### config.mk
export PLATFORM = sky130hd
export DESIGN_NAME = jam
export DESIGN_NICKNAME = d
export VERILOG_FILES = /design/src/rtl/jam.sv
export SDC_FILE = /design/constraint.sdc
export NUM_CORES = 1
export LEC_CHECK = 0
export BUFFER_PORTS_ARGS = -buffer_cell sky130_fd_sc_hd__buf_4
export CORE_MARGIN = 3
export CORE_UTILIZATION = 50
export DETAILED_ROUTE_END_ITERATION = 7
export PLACE_DENSITY = 0.72
export SETUP_SLACK_MARGIN = 0.02
export SLEW_MARGIN = 0
export SYNTH_ARGS = -nofsm -noshare
export SYNTH_HDL_FRONTEND = slang
export SYNTH_SLANG_ARGS = --single-unit
### constraint.sdc
create_clock -name CLK -period 5.95 [get_ports CLK]
set_input_delay 0.8925 -clock CLK [delete_from_list [all_inputs] [get_ports CLK]]
set_output_delay 0.8925 -clock CLK [all_outputs]
set_load 0.02 [all_outputs]
### src/rtl/jam.sv
`default_nettype none
// ============================================================================
//  Module   : jam
//  Purpose  : Job-assignment minimiser. Walks all 8! worker/job permutations
//             in lexicographic order, summing costs read from an external ROM,
//             and reports the minimum total and how many permutations reach it.
//  Revision : 1.0  initial release
// ============================================================================
module jam (
    input  logic       CLK,
    input  logic       RST,
    output logic [2:0] W,
    output logic [2:0] J,
    input  logic [6:0] Cost,
    output logic [3:0] MatchCount,
    output logic [9:0] MinCost,
    output logic       Valid
);

    localparam logic [1:0]      c_CALC     = 2'd0;
    localparam logic [1:0]      c_CMP      = 2'd1;
    localparam logic [1:0]      c_NEXT     = 2'd2;
    localparam logic [1:0]      c_DONE     = 2'd3;
    localparam logic [9:0]      c_MIN_INIT = 10'h3FF;
    localparam logic [3:0]      c_CNT_MAX  = 4'd15;
    localparam logic [2:0]      c_LAST_W   = 3'd7;
    localparam logic [7:0][2:0] c_IDENTITY = {3'd7, 3'd6, 3'd5, 3'd4,
                                              3'd3, 3'd2, 3'd1, 3'd0};

    logic [1:0]      state_q, state_d;
    logic [2:0]      widx_q, widx_d;
    logic [2:0]      jidx_q, jidx_d;
    logic [9:0]      sum_q, sum_d;
    logic [9:0]      min_q, min_d;
    logic [3:0]      cnt_q, cnt_d;
    logic [7:0][2:0] perm_q, perm_d;

    logic [2:0]      pivot;
    logic [2:0]      succ;
    logic            has_next;
    logic [7:0][2:0] swapped;
    logic [7:0][2:0] next_perm;

    // Lexicographic successor of perm_q, computed in a single cycle.
    always_comb begin
        pivot     = 3'd0;
        succ      = 3'd0;
        has_next  = 1'b0;
        for (int i = 0; i < 7; i++) begin
            if (perm_q[i] < perm_q[i+1]) begin
                pivot    = 3'(i);
                has_next = 1'b1;
            end
        end
        // The suffix is descending, so the rightmost larger entry is the smallest one.
        for (int k = 1; k < 8; k++) begin
            if ((3'(k) > pivot) && (perm_q[k] > perm_q[pivot])) begin
                succ = 3'(k);
            end
        end
        swapped        = perm_q;
        swapped[pivot] = perm_q[succ];
        swapped[succ]  = perm_q[pivot];
        next_perm      = swapped;
        for (int m = 1; m < 8; m++) begin
            if (3'(m) > pivot) begin
                next_perm[m] = swapped[3'(4'(pivot) + 4'd8 - 4'(m))];
            end
        end
    end

    // State register
    always_ff @(posedge CLK) begin
        if (RST) begin
            state_q <= c_CALC;
        end else begin
            state_q <= state_d;
        end
    end

    // Next-state logic
    always_comb begin
        state_d = state_q;
        case (state_q)
            c_CALC: begin
                if (widx_q == c_LAST_W) begin
                    state_d = c_CMP;
                end
            end
            c_CMP: begin
                state_d = has_next ? c_NEXT : c_DONE;
            end
            c_NEXT:  state_d = c_CALC;
            c_DONE:  state_d = c_DONE;
            default: state_d = c_CALC;
        endcase
    end

    // Output decode
    always_comb begin
        Valid = (state_q == c_DONE);
    end

    // Datapath next values
    always_comb begin
        widx_d = widx_q;
        jidx_d = jidx_q;
        sum_d  = sum_q;
        min_d  = min_q;
        cnt_d  = cnt_q;
        perm_d = perm_q;
        case (state_q)
            c_CALC: begin
                sum_d  = sum_q + {3'b000, Cost};
                // Index wraps 7 -> 0, leaving the bus parked on worker 0.
                widx_d = widx_q + 3'd1;
                jidx_d = perm_q[widx_q + 3'd1];
            end
            c_CMP: begin
                if (sum_q < min_q) begin
                    min_d = sum_q;
                    cnt_d = 4'd1;
                end else if ((sum_q == min_q) && (cnt_q != c_CNT_MAX)) begin
                    cnt_d = cnt_q + 4'd1;
                end
                sum_d = 10'd0;
            end
            c_NEXT: begin
                perm_d = next_perm;
                jidx_d = next_perm[0];
            end
            default: ;
        endcase
    end

    // Datapath registers
    always_ff @(posedge CLK) begin
        if (RST) begin
            widx_q <= 3'd0;
            jidx_q <= 3'd0;
            sum_q  <= 10'd0;
            min_q  <= c_MIN_INIT;
            cnt_q  <= 4'd0;
            perm_q <= c_IDENTITY;
        end else begin
            widx_q <= widx_d;
            jidx_q <= jidx_d;
            sum_q  <= sum_d;
            min_q  <= min_d;
            cnt_q  <= cnt_d;
            perm_q <= perm_d;
        end
    end

    assign W          = widx_q;
    assign J          = jidx_q;
    assign MinCost    = min_q;
    assign MatchCount = cnt_q;

endmodule
`default_nettype wire

* After elaboration in Yosys (flattened, before gate mapping) *
Cells that the tools add are included.

word-level totals
  flip-flop bits (word level) = 56
  output and inout port bits = 21
  memories = 0
  latch bits = 0
  bits in writable memories = 0
  ROM bits = 0
  input port bits = 9

cells by class
  $mul = 0
  div/mod/pow operators = 0
  reductions and logical operators = 16
  equal/unequal tests = 7
  mux-type cells = 60
  magnitude comparators = 34
  shift operators = 0
  bitwise operators = 0
  add/subtract/negate cells = 11

operator list
  kind                   number
  $bmux W3 S3            10
  $mux W3                30
  $bwmux W24             2
  $lt A3 B4 Y1 const B   10
  $gt A3 B3 Y1           7
  $lt A3 B3 Y1           7
  $pmux W10 S2           1
  $demux W3 S3           2
  $gt A3 B3 Y1 const A   4
  $sub A3 B3 Y3 const B  4
  $add A10 B7 Y10        1
  $eq A10 B10 Y1         1
  $logic_and A1 B1 Y1    10
  $lt A10 B10 Y1         1
  $mux W1                10
  $mux W4                2
  $pmux W2 S4            1
  $add A3 B1 Y3 const B  2
  $ge A3 B1 Y1 const B   2
  $gt A2 B3 Y1 const A   2
  $pmux W3 S2            1
  $reduce_bool A2 Y1     3
  $sub A3 B2 Y3 const B  2
  $add A4 B1 Y4 const B  1
  other kinds (10)       12

* Logic depth before layout (Yosys ltp) *
  word-level depth = 26
  gate-level depth with buffers = 27
  depth with buffers taken out = 24

* Worst setup path after synthesis *
Ideal clock, no wire load.

  path kind = reg-to-reg
  start = register perm_q[20] in the netlist's numbering
  end = register perm_q[18] in the netlist's numbering
  arrival = 5.930 ns
  setup slack = -0.066 ns
  data required time = 5.864 ns
  clock period less this slack = 6.016 ns
  stages on the path, launching flop included = 25
  library setup time = 0.086 ns
  path buffers = 2
  cell sequence = dfxtp_1 > inv_1 > ha_1 > a21oi_1 > o21a_1 > a211o_1 > nand2_4 > inv_2 > clkbuf_1 > o211ai_1 > a31oi_1 > clkinv_1 > ha_1 > a22oi_1 > o221ai_1 > mux2i_1 > o41a_1 > o21ai_2 > mux2_2 > o221ai_1 > buf_2 > o211ai_1 > and3_1 > mux2_2 > a211oi_1

on the way
  longest elaborated chain between the ends = 22

ends and longest elaborated chain
  item                                                                line    source
  from (decl)                                                         36      logic [7:0][2:0] perm_q, perm_d;
  from (signal assigned)                                              144     perm_q <= c_IDENTITY;
  from (signal assigned)                                              151     perm_q <= perm_d;
  $lt A3 B3 Y1                                                        50      if (perm_q[i] < perm_q[i+1]) begin
  $mux W3 (2 in series)                                               50
  $bmux W3 S3                                                         57, 63
  $mux W3 (implied by the code)                                       57, 63
  $gt A3 B3 Y1                                                        57      if ((3'(k) > pivot) && (perm_q[k] > perm_q[pivot])) begin
  $logic_and A1 B1 Y1                                                 57
  $mux W1                                                             57
  $mux W3 (6 in series)                                               57
  $lt A3 B4 Y1 (implied by the code) or $ge A3 B1 Y1 (tied branches)  63      swapped[succ] = perm_q[pivot];
  $logic_and A1 B1 Y1 (implied by the code)                           63
  $mux W3 (implied by the code)                                       63
  $demux W3 S3                                                        63
  $bwmux W24                                                          63
  $bmux W3 S3                                                         67      next_perm[m] = swapped[3'(4'(pivot) + 4'd8 - 4'(m))];
  $mux W3 (implied by the code)                                       67
  $mux W3 *                                                           66      if (3'(m) > pivot) begin

Every way passes the cells marked *; elsewhere a longest branch is shown, timed or not. The select of a mux whose other input is x is not followed.
A chain may end at the register's enable or synchronous reset.

* Worst setup path in the final report *
  start = register perm_q[7] in the netlist's numbering
  end = register perm_q[11] in the netlist's numbering

on the way
  longest elaborated chain between the ends = 26

ends and longest elaborated chain
  item                                                                line
  $lt A3 B3 Y1                                                        50
  $mux W1                                                             50
  $mux W3 (5 in series)                                               50
  $bmux W3 S3                                                         57, 63
  $mux W3 (implied by the code)                                       57, 63
  $gt A3 B3 Y1                                                        57
  $logic_and A1 B1 Y1                                                 57
  $mux W1                                                             57
  $mux W3 (6 in series)                                               57
  $lt A3 B4 Y1 (implied by the code) or $ge A3 B1 Y1 (tied branches)  63
  $logic_and A1 B1 Y1 (implied by the code)                           63
  $mux W3 (implied by the code)                                       63
  $demux W3 S3                                                        63
  $bwmux W24                                                          63
  $bmux W3 S3                                                         67
  $mux W3 (implied by the code)                                       67
  $mux W3 *                                                           66

Marks and branches as above.

==> results.rst <==
.. list-table::
   :header-rows: 1

   * - Metric
     - Value
   * - Post-synthesis instance total
     - 823
   * - Reg2reg start
     - perm_q[7]
   * - Class of the most critical hold timing path
     - flop to flop
   * - Congestion Overflow GR
     - 0
   * - Number of inserted filler cells in the final layout
     - 1119
   * - Count of maximum capacitance violations
     - 0
   * - Crit path launch
     - perm_q[7]
   * - Finish-stage setup viols
     - 0
   * - Synthesized area per cell
     - 7.74 sq um
   * - Cell area after layout
     - 7770 sq um
   * - Kind of launch point of the worst setup path
     - flop
   * - Type of the worst setup path
     - flop to flop
   * - CP max FO
     - 8
   * - Crit end category
     - flop
   * - Final net count
     - 992
   * - Fraction of final layout cells sized beyond drive strength 1
     - 0.247
   * - Final core utilization
     - 0.636
   * - Total power per unit cell area
     - 129 nW/um^2
   * - Via count of the first global-routing pass
     - 7110
   * - TritonCTS buffer count
     - 5
   * - Cell chosen for the clock root
     - sky130_fd_sc_hd__clkbuf_16
   * - Antenna violations before repair
     - 0
   * - All-layer global routing usage
     - 0.376
   * - Peak supply drop
     - 0.000125 V
   * - Area growth from synthesis to layout
     - 22.0%
   * - Remaining DRCs
     - 0
   * - Cell area reported after detailed placement
     - 7400 sq um
   * - Minimum clock period
     - 5.88 ns
   * - Slew @ Worst Pin
     - 1.28 ns
   * - Clock slew seen by the registers of the worst setup and hold paths
     - 0.09 ns
   * - Synth top area share
     - 0.176
   * - Post-synthesis sequential area ratio
     - 0.176
   * - Average vias per placed instance
     - 6.99
   * - WP data required
     - 6.20 ns
   * - Clock latency on the worst-skew pair
     - 0.32 ns
   * - Core Area
     - 12200 sq um
   * - Number of violations reported at the end of detailed-routing iteration 0
     - 1213
   * - Number of optimization iterations in the first detailed-route pass
     - 8
   * - Capture point of the critical path
     - perm_q[11]
   * - Buffer levels on the longest clock path
     - 2
   * - Worst hold margin
     - 0.457 ns
   * - Largest net degree at the start of global routing
     - 40
   * - Footprint of the flip-flops and latches
     - 1120 sq um
   * - Initial core utilization
     - 0.522
   * - Row count
     - 40
   * - Number of hold buffers added after cts
     - 0
   * - Number of standard cells in the layout, taps in and fillers out
     - 1096
   * - IO Pins
     - 30
   * - Clock tree from TritonCTS
     - yes
   * - Dpl hpwl
     - 21400 microns
   * - Final Power
     - 1.00 mW
   * - Cell taking the most area after synthesis
     - sky130_fd_sc_hd__dfxtp_1
   * - CTS sink count
     - 56
   * - Synth warnings
     - 0
   * - Flip-flop and latch count after synthesis
     - 56
   * - Floorplan die width
     - 119 microns
   * - Most frequent cells in the layout
     - sky130_fd_sc_hd__buf_4 (136), sky130_fd_sc_hd__nand2_1 (88), sky130_fd_sc_hd__nor2_1 (69), sky130_fd_sc_hd__ha_1 (56), sky130_fd_sc_hd__a21oi_1 (55)
   * - FF-to-FF path depth
     - 24
   * - Number of vias in the routed layout
     - 7662
   * - Most frequent standard cell in the layout excluding fill and tap cells
     - sky130_fd_sc_hd__buf_4
   * - Hold Violations, Final
     - 0
   * - Global-route wire length before repair
     - 41500 microns
   * - Number of nets still failing antenna checks after routing
     - 0
   * - Die Y-Extent
     - 119 microns
   * - Final Wtd Congestion
     - 1.11
   * - Final clock skew
     - 0.0144 ns
   * - Most used DFF post-synth
     - sky130_fd_sc_hd__dfxtp_1
   * - Total placed cells including tap cells
     - 1082
   * - Die area
     - 14100 sq um
   * - Instance count along the most critical hold path
     - 2
   * - Async SR Flop Fraction
     - 0
   * - Max Slew Vio Count
     - 0
   * - Post-synth cell types
     - 91
   * - PortBufs
     - 29
   * - Highest clock rate
     - 0.170 GHz
   * - Endpoint of the worst register-to-register path
     - perm_q[11]
   * - Area contributors post-synth
     - sky130_fd_sc_hd__dfxtp_1 (18%), sky130_fd_sc_hd__ha_1 (11%), sky130_fd_sc_hd__nand2_1 (5.2%), sky130_fd_sc_hd__a21oi_1 (4.6%), sky130_fd_sc_hd__o21ai_0 (4.4%)
   * - Summed instance area of the synthesized netlist
     - 6370 sq um
   * - R2R setup slack
     - 0.07 ns
   * - Worst rel slew slack
     - 0.144
   * - Max H-tree Level
     - 2
   * - Signal arrival time at the worst endpoint
     - 6.13 ns
   * - Run status
     - complete, no violations
   * - Final worst-path cycle share
     - 0.988
   * - Multi-input logic area
     - 5030 sq um
   * - Net count of the mapped netlist
     - 889
   * - Number of flops mapped to enable cells by yosys
     - 0
   * - Total detailed-routing wirelength
     - 27700 microns
   * - Routed wirelength normalized by instance count
     - 25.3 microns
   * - Leakage power of the design
     - 3.23 nW
## metrics by stage
step,setup WS (ns),TNS [ns]
6_report,0.0691,0
3_3_place_gp,0.0202,0
4_1_cts,0.0256,0
5_1_grt,-0.0331,-0.0411
3_5_place_dp,-0.0817,-0.116
2_1_floorplan,0.0662,0
## cell type report
| type | instances | share of cell area |
|---|---|---|
| multi-input combinational | 674 | 0.647 |
| sequential | 56 | 0.145 |
| timing repair buffer | 139 | 0.136 |
| tap | 168 | 0.0270 |
| inverter | 50 | 0.0259 |
| clock buffer | 5 | 0.0161 |
| clock inverter | 3 | 0.00354 |
| antenna | 1 | 0.000322 |
## power by group
group	switching (mW)	total, mW	internal, mW
Sequential	0.0383	0.438	0.399
Clock	0.166	0.327	0.161
Combinational	0.124	0.237	0.114
## synth_stat cells (all sizes together), types with 13 or more instances
master   n
a211oi  20
a21oi   58
a31oi   17
clkbuf  31
dfxtp   56
ha      56
inv     48
mux2i   20
nand2   90
nand3   23
nor2    72
nor2b   18
nor3    15
o211ai  30
o21ai   60
o22ai   13
## worst min-delay path by stage
stage / start / to / slack (ns)
after floorplan: sum_q[0] / MinCost[0] / 0.49
after global placement: J[1] / J[1] / 0.44
after detailed placement: J[1] / J[1] / 0.45
after CTS: J[1] / J[1] / 0.46
after global routing: J[0] / J[0] / 0.49
final: J[1] / J[1] / 0.46
## kinds of logic after synthesis
kind of cell | count (synthesis) | share of synthesized area
fa+ha+maj | 57 | 0.113
compound gates | 310 | 0.351
mux | 44 | 0.0951
simple gates | 251 | 0.189
buf+inv | 93 | 0.0595
xor+xnor | 12 | 0.0165
flops | 56 | 0.176
## sequential cells by signal (all words and copies together) (netlist names)
name,cells
state_q,2
MatchCount,4
sum_q,10
perm_q,24
MinCost,10
W,3
J,3
## per-layer routing
metal,GRT usage,up-vias,share of wire
li1,-,3329,-
met1,0.510,3557,0.39
met2,0.536,594,0.41
met3,0.0950,182,0.13
met4,0.226,0,0.073
met5,0,-,0
## timing repair
item,CTS,global route
hold endpoints to repair,0,0
setup buffers,0,5
pin swaps,0,12
setup endpoints to repair,5,26
gates resized for setup,6,35
## critical path, cell delays in order (launching register included)
cell and delay, ns:
sky130_fd_sc_hd__dfxtp_1 0.40, sky130_fd_sc_hd__buf_4 0.19, sky130_fd_sc_hd__ha_1 0.27, sky130_fd_sc_hd__nand2_1 0.06
sky130_fd_sc_hd__o21ai_1 0.20, sky130_fd_sc_hd__nand2_1 0.12, sky130_fd_sc_hd__or3_1 0.39, sky130_fd_sc_hd__a21oi_2 0.26
sky130_fd_sc_hd__a221oi_1 0.14, sky130_fd_sc_hd__a31oi_1 0.25, sky130_fd_sc_hd__bufinv_8 0.26, sky130_fd_sc_hd__ha_1 0.30
sky130_fd_sc_hd__a22oi_1 0.09, sky130_fd_sc_hd__o221ai_1 0.24, sky130_fd_sc_hd__mux2i_1 0.15, sky130_fd_sc_hd__o41a_1 0.44
sky130_fd_sc_hd__o21a_4 0.31, sky130_fd_sc_hd__o211ai_1 0.28, sky130_fd_sc_hd__a31oi_1 0.13, sky130_fd_sc_hd__buf_4 0.19
sky130_fd_sc_hd__o21ai_2 0.16, sky130_fd_sc_hd__a21o_1 0.17, sky130_fd_sc_hd__o21ai_0 0.10, sky130_fd_sc_hd__o311ai_1 0.49
sky130_fd_sc_hd__buf_4 0.22
(Power assumes the default switching activity.)
